$ cat src/rtl/div_if.sv
// Handshake and data bundle for the sequential divider: init/done control plus operands and results.
// With DIV_ZERO_FLAG_EN defined the bundle also carries the divide-by-zero flag dz.
interface div_if;
    logic        init;
    logic        done;
`ifdef DIV_ZERO_FLAG_EN
    logic        dz;
`endif
    logic [31:0] quotient;
    logic [15:0] remainder;
    logic [31:0] op_A;
    logic [15:0] op_B;

    modport master (
        output init,
        output op_A,
        output op_B,
        input  done,
`ifdef DIV_ZERO_FLAG_EN
        input  dz,
`endif
        input  quotient,
        input  remainder
    );

    modport slave (
        input  init,
        input  op_A,
        input  op_B,
        output done,
`ifdef DIV_ZERO_FLAG_EN
        output dz,
`endif
        output quotient,
        output remainder
    );
endinterface

$ cat src/rtl/div.sv
// Sequential restoring divider, 32-bit dividend by 16-bit divisor, one quotient bit per clock,
// with a stretched done pulse. Optional macro DIV_ZERO_FLAG_EN adds the dz output.
module div #(
    parameter int DONE_HOLD = 30
) (
    input  logic clk,
    input  logic reset,
    div_if.slave bus
);
    localparam logic [1:0] S_IDLE = 2'd0;
    localparam logic [1:0] S_LOAD = 2'd1;
    localparam logic [1:0] S_ITER = 2'd2;
    localparam logic [1:0] S_END  = 2'd3;

    localparam logic [7:0] HOLD_LAST = 8'(DONE_HOLD);
    localparam logic [5:0] ITER_LAST = 6'd31;

    logic [1:0]  state_q, state_d;
    logic [5:0]  iter_cnt_q, iter_cnt_d;
    logic [7:0]  hold_cnt_q, hold_cnt_d;
    logic [31:0] wdiv_q, wdiv_d;
    logic [15:0] divisor_q, divisor_d;
    logic [16:0] prem_q, prem_d;
    logic [31:0] quotient_q, quotient_d;
    logic [15:0] remainder_q, remainder_d;
    logic        done_q, done_d;
    logic        dz_q, dz_d;

    logic [16:0] shifted;
    logic [16:0] trial;
    logic        div_zero;
    logic        prem_top_unused;

    // The partial remainder never exceeds the divisor, so its top bit stays zero between steps.
    assign prem_top_unused = prem_q[16];

    always_comb begin
        shifted     = {prem_q[15:0], wdiv_q[31]};
        trial       = shifted - {1'b0, divisor_q};
        div_zero    = (divisor_q == 16'd0);

        state_d     = state_q;
        iter_cnt_d  = iter_cnt_q;
        hold_cnt_d  = hold_cnt_q;
        wdiv_d      = wdiv_q;
        divisor_d   = divisor_q;
        prem_d      = prem_q;
        quotient_d  = quotient_q;
        remainder_d = remainder_q;
        done_d      = done_q;
        dz_d        = dz_q;

        case (state_q)
            S_IDLE: begin
                done_d = 1'b0;
                if (bus.init) begin
                    state_d = S_LOAD;
                end
            end

            S_LOAD: begin
                wdiv_d     = bus.op_A;
                divisor_d  = bus.op_B;
                prem_d     = 17'd0;
                iter_cnt_d = 6'd0;
                hold_cnt_d = 8'd0;
                dz_d       = 1'b0;
                state_d    = (bus.op_B == 16'd0) ? S_END : S_ITER;
            end

            S_ITER: begin
                // Restore on borrow: keep the shifted value instead of the trial difference.
                prem_d     = trial[16] ? shifted : trial;
                wdiv_d     = {wdiv_q[30:0], ~trial[16]};
                iter_cnt_d = iter_cnt_q + 6'd1;
                if (iter_cnt_q == ITER_LAST) begin
                    state_d = S_END;
                end
            end

            S_END: begin
                if (!done_q) begin
                    done_d     = 1'b1;
                    hold_cnt_d = 8'd1;
                    if (div_zero) begin
                        quotient_d  = 32'hFFFF_FFFF;
                        remainder_d = wdiv_q[15:0];
                        dz_d        = 1'b1;
                    end else begin
                        quotient_d  = wdiv_q;
                        remainder_d = prem_q[15:0];
                        dz_d        = 1'b0;
                    end
                end else if (hold_cnt_q >= HOLD_LAST) begin
                    done_d  = 1'b0;
                    state_d = S_IDLE;
                end else begin
                    hold_cnt_d = hold_cnt_q + 8'd1;
                end
            end

            default: begin
                done_d  = 1'b0;
                state_d = S_IDLE;
            end
        endcase
    end

    always_ff @(posedge clk or posedge reset) begin
        if (reset) begin
            state_q     <= S_IDLE;
            iter_cnt_q  <= 6'd0;
            hold_cnt_q  <= 8'd0;
            wdiv_q      <= 32'd0;
            divisor_q   <= 16'd0;
            prem_q      <= 17'd0;
            quotient_q  <= 32'd0;
            remainder_q <= 16'd0;
            done_q      <= 1'b0;
            dz_q        <= 1'b0;
        end else begin
            state_q     <= state_d;
            iter_cnt_q  <= iter_cnt_d;
            hold_cnt_q  <= hold_cnt_d;
            wdiv_q      <= wdiv_d;
            divisor_q   <= divisor_d;
            prem_q      <= prem_d;
            quotient_q  <= quotient_d;
            remainder_q <= remainder_d;
            done_q      <= done_d;
            dz_q        <= dz_d;
        end
    end

    assign bus.done      = done_q;
    assign bus.quotient  = quotient_q;
    assign bus.remainder = remainder_q;
`ifdef DIV_ZERO_FLAG_EN
    assign bus.dz        = dz_q;
`else
    logic dz_unused;
    assign dz_unused = dz_q;
`endif
endmodule

$ cat src/flat_wrapper.sv
// flat-port wrapper written by rule: the top's interface ports become plain ports
module div_flat 
#(
    parameter int DONE_HOLD = 30
)
  (clk, reset, bus_init, bus_op_A, bus_op_B, bus_done, bus_quotient, bus_remainder);
  div_if bus_i ();
  input  logic clk;
  input  logic reset;
  input wire logic [$bits(bus_i.init)-1:0] bus_init;
  input wire logic [$bits(bus_i.op_A)-1:0] bus_op_A;
  input wire logic [$bits(bus_i.op_B)-1:0] bus_op_B;
  output wire logic [$bits(bus_i.done)-1:0] bus_done;
  output wire logic [$bits(bus_i.quotient)-1:0] bus_quotient;
  output wire logic [$bits(bus_i.remainder)-1:0] bus_remainder;
  assign bus_i.init = bus_init;
  assign bus_i.op_A = bus_op_A;
  assign bus_i.op_B = bus_op_B;
  assign bus_done = bus_i.done;
  assign bus_quotient = bus_i.quotient;
  assign bus_remainder = bus_i.remainder;
  div #(.DONE_HOLD(DONE_HOLD)) u_core (.clk(clk), .reset(reset), .bus(bus_i));
endmodule
$ cat config.mk
export PLATFORM = sky130hd
export DESIGN_NAME = div_flat
export DESIGN_NICKNAME = d
export VERILOG_FILES = /design/src/rtl/div_if.sv /design/src/rtl/div.sv /design/src/flat_wrapper.sv
export SDC_FILE = /design/constraint.sdc
export NUM_CORES = 1
export LEC_CHECK = 0
export ABC_AREA = 1
export BUFFER_PORTS_ARGS = -buffer_cell sky130_fd_sc_hd__buf_2
export CAP_MARGIN = 10
export CORE_MARGIN = 3
export CORE_UTILIZATION = 36
export DETAILED_ROUTE_END_ITERATION = 10
export PLACE_DENSITY_LB_ADDON = 0.15
export SETUP_SLACK_MARGIN = 0.05
export SYNTH_ARGS = -nofsm -noshare
export SYNTH_HDL_FRONTEND = slang
export SYNTH_SLANG_ARGS = --single-unit
$ cat constraint.sdc
create_clock -name clk -period 4.37 [get_ports clk]
set_input_delay 0.6555 -clock clk [delete_from_list [all_inputs] [get_ports clk]]
set_output_delay 0.6555 -clock clk [all_outputs]
set_load 0.05 [all_outputs]
==> results of run 1 <==
-- state kept, by name, summed over array words and instances (netlist names) --
signal / cells
u_core.bus.quotient: 32
u_core.prem_q: 16
u_core.state_q: 2
u_core.wdiv_q: 32
u_core.hold_cnt_q: 8
u_core.bus.remainder: 16
u_core.divisor_q: 16
u_core.bus.done: 1
u_core.iter_cnt_q: 6
-- layout by cell type (no fill, tap or decap), types with 2 or more instances in the layout --
cell          n
a21oi_1      43
a31oi_1      33
and2_1        2
buf_2        99
buf_4         8
bufinv_16     5
clkbuf_16    17
clkinv_4      4
clkinvlp_4    2
dfrtp_1     129
ha_1         24
inv_1       120
inv_2         4
inv_6         3
nand2_1     231
nand2_2       5
nand3_1      29
nand3b_1      4
nand4_1       7
nor2_1       75
nor3_1        5
nor4_1        4
o211ai_1      2
o21a_1        2
o21ai_0      26
o221ai_1     31
or2_2         2
xnor2_1       6
-- report_power, final --
part	switching, mW	internal [mW]
clock	0.557	1.04
sequential	0	1.19
combinational	0.0347	0.0184
total	0.592	2.25
-- per-layer routing --
metal	routed length, microns	vias to the layer above	global-route usage, %
li1	-	2886	-
met1	8690	2680	26.1
met2	8230	113	29.0
met3	665	18	3.77
met4	284	0	5.25
met5	0	-	0
-- cell families after synthesis --
logic type                 Yosys count  synth area share (%)
AOI/OAI and AO/OA                  142                  13.4
xor gates and xnor gates             7                 0.923
adders and majority gates           25                  4.82
buffers and inverters              159                  9.32
DFF                                129                  48.6
and+or+nand+nor                    370                  22.9
-- through the flow --
stage / utilization, % / total power [mW]
global placement: 40.9 / 1.27
detailed placement: 40.9 / 1.27
CTS: 44.6 / 2.87
floorplan: - / 1.23
global route: 44.6 / 2.93
finish: 44.6 / 2.84
-- worst min-delay path by stage --
stage                                     startpoint                                   to  cells past startpoint
finish                                         reset  u_core.bus.quotient[15]$_DFFE_PP0P_                      2
global route                                   reset  u_core.bus.quotient[11]$_DFFE_PP0P_                      2
CTS                                            reset  u_core.bus.quotient[15]$_DFFE_PP0P_                      2
detailed placement  u_core.hold_cnt_q[5]$_DFFE_PP0P_     u_core.hold_cnt_q[5]$_DFFE_PP0P_                      2
global placement    u_core.hold_cnt_q[5]$_DFFE_PP0P_     u_core.hold_cnt_q[5]$_DFFE_PP0P_                      2
floorplan           u_core.hold_cnt_q[5]$_DFFE_PP0P_     u_core.hold_cnt_q[5]$_DFFE_PP0P_                      2
-- cell type report --
class / instances / area [sq um] / area share (%)
clock buffer: 18 / 439 / 5.47
clock inverter: 14 / 226 / 2.82
inverter: 126 / 475 / 5.92
multi-input combinational: 544 / 2800 / 34.9
sequential: 129 / 3230 / 40.2
tap: 229 / 287 / 3.57
timing repair buffer: 108 / 576 / 7.16
==> results.sh, run 1 <==
export IMPL_cts_setup_buffers=0
export IMPL_num_vias=5697
export IMPL_rows=49
export IMPL_nets=1002
export IMPL_drt_wl_total_mm=17.9
export IMPL_critical_path_max_stage_delay_ns=0.76
export IMPL_pre_cts_ws_ns=1.95
export IMPL_synth_avg_cell_area_sq_um=7.99
export IMPL_synthTopCellsByArea="dfrtp_1 49%, nand2_1 13%, inv_1 6.8%"
export IMPL_clockBufferDepth=2
export IMPL_syn_to_final_growth_pct=20.9
export IMPL_dpl_cell_count=1136
export IMPL_cts_tree="yes"
export IMPL_layoutNonFillerInstCount=1168
export IMPL_synth_most_common_cell="nand2_1"
export IMPL_finalSetupTns_ns=0
export IMPL_endpoint_kind="flip-flop"
export IMPL_wl_per_cell_microns=15.3
export IMPL_grt_pass1_wl_mm=29.5
export IMPL_antenna_found_initial=0
export IMPL_yosysWarnings=0
export IMPL_root_buffer="clkbuf_16"
export IMPL_worst_path_buf_inv=5
export IMPL_synth_edf_count=0
export IMPL_status="finished clean"
export IMPL_grt_max_degree=81
export IMPL_gp_congestion=0.818
export IMPL_fillers=1855
export IMPL_ant_nets=0
export IMPL_chipHeight_microns=142
export IMPL_rrSetupSlack_ns=1.99
export IMPL_slew_viol_final=0
export IMPL_setup_viol=0
export IMPL_dp_final_hpwl_mm=12.7
export IMPL_yosysTopAreaCell="dfrtp_1"
export IMPL_grt_total_usage_pct=18.5
export IMPL_seq_area_frac_synth_pct=48.6
export IMPL_r2r_cells=9
export IMPL_synth_nets=908
export IMPL_power_density_mw_per_mm2=354
export IMPL_dieArea_sq_mm=0.0201
export IMPL_hold_viol=0
export IMPL_rr_startpoint="u_core.state_q[0]$_DFFE_PP0P_"
export IMPL_relSlewSlack_pct=45.8
export IMPL_cts_buffers_inserted=17
export IMPL_overflow=0
export IMPL_die_width_microns=142
export IMPL_critPathLaunchType="flip-flop"
export IMPL_required_ns=4.68
export IMPL_clk_pin_slew_ns=0.06
export IMPL_critPathMaxFanout=35
export IMPL_drv_cap=0
export IMPL_fin_area_sq_mm=0.00804
export IMPL_initial_core_util_pct=36.9
export IMPL_final_period_utilization_pct=54.4
export IMPL_crit_arrival_ns=2.68
export IMPL_pin_count=100
export IMPL_antennaDiodeCount=0
export IMPL_drive_gt1_share_pct=16.8
export IMPL_fin_crit_ns=2.38
export IMPL_crit_cells=9
export IMPL_path_delay_family="buffers and inverters"
export IMPL_holdBufCountCts=0
export IMPL_grt_pass1_vias=5706
export IMPL_cts_resized=0
export IMPL_yosys_most_used_dff="dfrtp_1"
export IMPL_peakVddDrop_v=0.000305
export IMPL_drtIter0Drc=321
export IMPL_hold_path_class="primary input to async pin"
export IMPL_clk_latency_ns=0.42
export IMPL_netlist_area_sq_mm=0.00664
export IMPL_async_flop_share_pct=100
export IMPL_worstSetupPathType="flip-flop to flip-flop"
export IMPL_worstPathCellList="inv_1 > ha_1 > inv_1 > buf_4 > nor2_2 > buf_4 > inv_1 > nand2_1 > nor2_1"
export IMPL_rr_endpoint="u_core.iter_cnt_q[5]$_DFFE_PP0P_"
export IMPL_rsz0062_at_grt="no"
export IMPL_skew_ns=0.0144
export IMPL_via_per_inst=4.88
export IMPL_fmax_mhz=421
export IMPL_crit_top_cell="inv_1"
export IMPL_synth_ff_latch_count=129
export IMPL_place_area_sq_mm=0.00737
export IMPL_worst_pin_slew_ns=0.813
export IMPL_synthTopCellsByCount="231 x nand2_1, 129 x dfrtp_1, 121 x inv_1, 76 x nor2_1, 43 x a21oi_1"
export IMPL_leakage_nw=4.17
export IMPL_worst_slack_ns=1.99
export IMPL_worst_hold_slack_ns=0.397
export IMPL_post_route_drc_count=0
export IMPL_htreeDepth=4
export IMPL_yosys_area_top_type_share_pct=48.6
export IMPL_yosys_cell_types_count=38
export IMPL_dr_pass1_iters=5
export IMPL_clock_sinks=129
export IMPL_core_area_sq_mm=0.0180
export IMPL_cpMaxStageDelayCell="ha_1"
export IMPL_port_buffers=99
export IMPL_critPathLaunch="u_core.state_q[0]$_DFFE_PP0P_"
export IMPL_crit_end="u_core.iter_cnt_q[5]$_DFFE_PP0P_"
export IMPL_syn_inst=832
Note: power is estimated with default switching activity, not from simulation.
==> inputs of run 2 (changes only) <==
Clock period 4.37 ns to 1.9 ns, I/O delays scaled along.
==> results.sh, run 2 (synthesis results as in run 1) <==
export IMPL_drv_cap=0
export IMPL_gp_congestion=0.883
export IMPL_clock_sinks=129
export IMPL_antenna_found_initial=0
export IMPL_worstSetupPathType="flip-flop to flip-flop"
export IMPL_place_area_sq_mm=0.00791
export IMPL_syn_to_final_growth_pct=32.2
export IMPL_ant_nets=0
export IMPL_initial_core_util_pct=36.9
export IMPL_grt_total_usage_pct=19.1
export IMPL_antennaDiodeCount=0
export IMPL_violations="setup timing"
export IMPL_critPathLaunchType="flip-flop"
export IMPL_core_area_sq_mm=0.0180
export IMPL_critical_path_max_stage_delay_ns=0.36
export IMPL_required_ns=2.27
export IMPL_dpl_cell_count=1196
export IMPL_dr_pass1_iters=7
export IMPL_clockPowerShare_pct=52.5
export IMPL_path_delay_family="simple AND/OR/NAND/NOR gates"
export IMPL_crit_arrival_ns=2.35
export IMPL_fin_crit_ns=1.99
export IMPL_pwr_share_comb_pct=2.2
export IMPL_critPathMaxFanout=5
export IMPL_fmax_mhz=503
export IMPL_rsz0062_at_grt="yes"
export IMPL_drive_gt1_share_pct=26.7
export IMPL_status="finished with violations"
export IMPL_post_route_drc_count=0
export IMPL_skew_ns=0.0112
export IMPL_peakVddDrop_v=0.000837
export IMPL_htreeDepth=4
export IMPL_drtIter0Drc=416
export IMPL_grt_pass1_vias=5868
export IMPL_overflow=0
export IMPL_worst_pin_slew_ns=0.607
export IMPL_wl_per_cell_microns=15.1
export IMPL_final_cell_mix="211 x nand2_1, 129 x dfrtp_1, 114 x inv_1, 99 x buf_2, 72 x nor2_1"
export IMPL_clk_latency_ns=0.43
export IMPL_leakage_nw=4.53
export IMPL_p_int_mw=4.54
export IMPL_endpoint_kind="flip-flop"
export IMPL_clockBufferDepth=2
export IMPL_via_per_inst=4.86
export IMPL_multiInputGateArea_sq_mm=0.00308
export IMPL_final_period_utilization_pct=105
export IMPL_worst_hold_slack_ns=0.0609
export IMPL_slew_viol_final=0
export IMPL_cpMaxStageDelayCell="dfrtp_1"
export IMPL_rows=49
export IMPL_nets=1066
export IMPL_sw_frac_of_total_pct=25.1
export IMPL_setup_viol=16
export IMPL_num_vias=5989
export IMPL_port_buffers=99
export IMPL_pin_count=100
export IMPL_worstPathCellList="inv_1 > ha_4 > a21oi_1 > nand2_1 > a21oi_4 > nand2_4 > nand2_4 > nand2_8 > clkbuf_16 > nand2_2 > nand3_1 > nand2_1"
export IMPL_register_area_sq_mm=0.00323
export IMPL_worst_slack_ns=-0.0883
export IMPL_whs_path_depth=3
export IMPL_r2r_cells=12
export IMPL_clk_pin_slew_ns=0.07
export IMPL_fin_area_sq_mm=0.00879
export IMPL_dp_final_hpwl_mm=13.6
export IMPL_relSlewSlack_pct=59.4
export IMPL_hold_viol=0
export IMPL_worst_path_buf_inv=2
export IMPL_hold_path_class="primary input to flip-flop"
export IMPL_dieArea_sq_mm=0.0201
export IMPL_p_switching_mw=1.52
export IMPL_grt_max_degree=81
export IMPL_die_width_microns=142
export IMPL_chipHeight_microns=142
export IMPL_cts_tree="yes"
export IMPL_grt_pass1_wl_mm=30.4
export IMPL_root_buffer="clkbuf_16"
export IMPL_layoutNonFillerInstCount=1232
export IMPL_crit_cells=12
export IMPL_cts_buffers_inserted=17
export IMPL_drt_wl_total_mm=18.6
export IMPL_layout_commonest_cell="nand2_1"
export IMPL_power_density_mw_per_mm2=690
export IMPL_fillers=1758
export IMPL_power_frac_seq_pct=45.3
-- run 2: changes by cell type in the layout (fill, tap and decap cells not counted), moves of 6 or more --
cell     previous run  this run
buf_12              1         7
ha_1               24        16
nand2_2             5        19
nand3_2             1         7
nand2_4             1         7
ha_4                0         8
buf_4               8        62
nand2_1           231       211
inv_1             120       114
inv_2               4        10
nand3_1            29        22
-- run 2: metal layers --
layer	up-vias	track usage (%)	share of wire, %
li1	3037	-	-
met1	2822	26.9	48
met2	101	29.7	46
met3	29	4.55	4.2
met4	0	5.05	2.0
met5	-	0	0
-- run 2: worst register-to-register path: cells and delay by family, from the launching register on --
family          cells  cell delay, ns
flops               1            0.36
fa+ha+maj           1            0.25
buf+inv             2            0.32
compound gates      2            0.42
simple gates        7            0.59
-- run 2: layout make-up --
cell class                 instances  area share, %
clock buffer                      17           4.84
clock inverter                    15           1.64
inverter                         126           5.43
multi-input combinational        545           35.0
sequential                       129           36.7
tap                              229           3.26
timing repair buffer             171           13.1
-- run 2: what timing repair did --
| action | CTS | global route |
|---|---|---|
| pin swaps | 5 | 20 |
| cloned | 1 | 1 |
| gates resized for setup | 7 | 49 |
| setup buffers | 1 | 0 |
| endpoints found under the hold margin | 17 | 0 |
| hold buffers | 1 | 0 |
| endpoints found under the setup margin | 17 | 23 |
-- run 2: power groups by stage --
stage	clock network, mW	registers (mW)	logic [mW]
after floorplan	0	2.80	0.0427
final	3.18	2.75	0.131
after detailed placement	0	2.80	0.135
after global placement	0	2.80	0.136
after CTS	3.24	2.75	0.137
after global routing	3.36	2.74	0.149
-- run 2: path summary, 6_finish.rpt --
kind                                                  startpoint                          endpoint  slack, ns
worst min-delay path                                bus_op_A[26]     u_core.wdiv_q[26]$_DFFE_PP0P_       0.06
worst min register to register  u_core.hold_cnt_q[5]$_DFFE_PP0P_  u_core.hold_cnt_q[5]$_DFFE_PP0P_       0.47
max in group asynchronous                                  reset  u_core.iter_cnt_q[5]$_DFFE_PP0P_       0.82
worst max register to register  u_core.divisor_q[15]$_DFFE_PP0P_      u_core.prem_q[1]$_DFFE_PP0P_      -0.09
min in group asynchronous                                  reset      u_core.prem_q[7]$_DFFE_PP0P_       0.48
worst max-delay path            u_core.divisor_q[15]$_DFFE_PP0P_      u_core.prem_q[1]$_DFFE_PP0P_      -0.09
-- run 2: through the flow --
step                      TNS, ns  power [mW]  util (%)  setup WS (ns)
final                       -1.02        6.06      48.7        -0.0883
after global routing        -3.12        6.25      48.7         -0.203
after global placement      -1.13        2.93      43.9        -0.0972
after CTS                  -0.584        6.12      47.3        -0.0471
after floorplan                 0        2.84         -         0.0116
after detailed placement    -1.78        2.93      43.9         -0.138
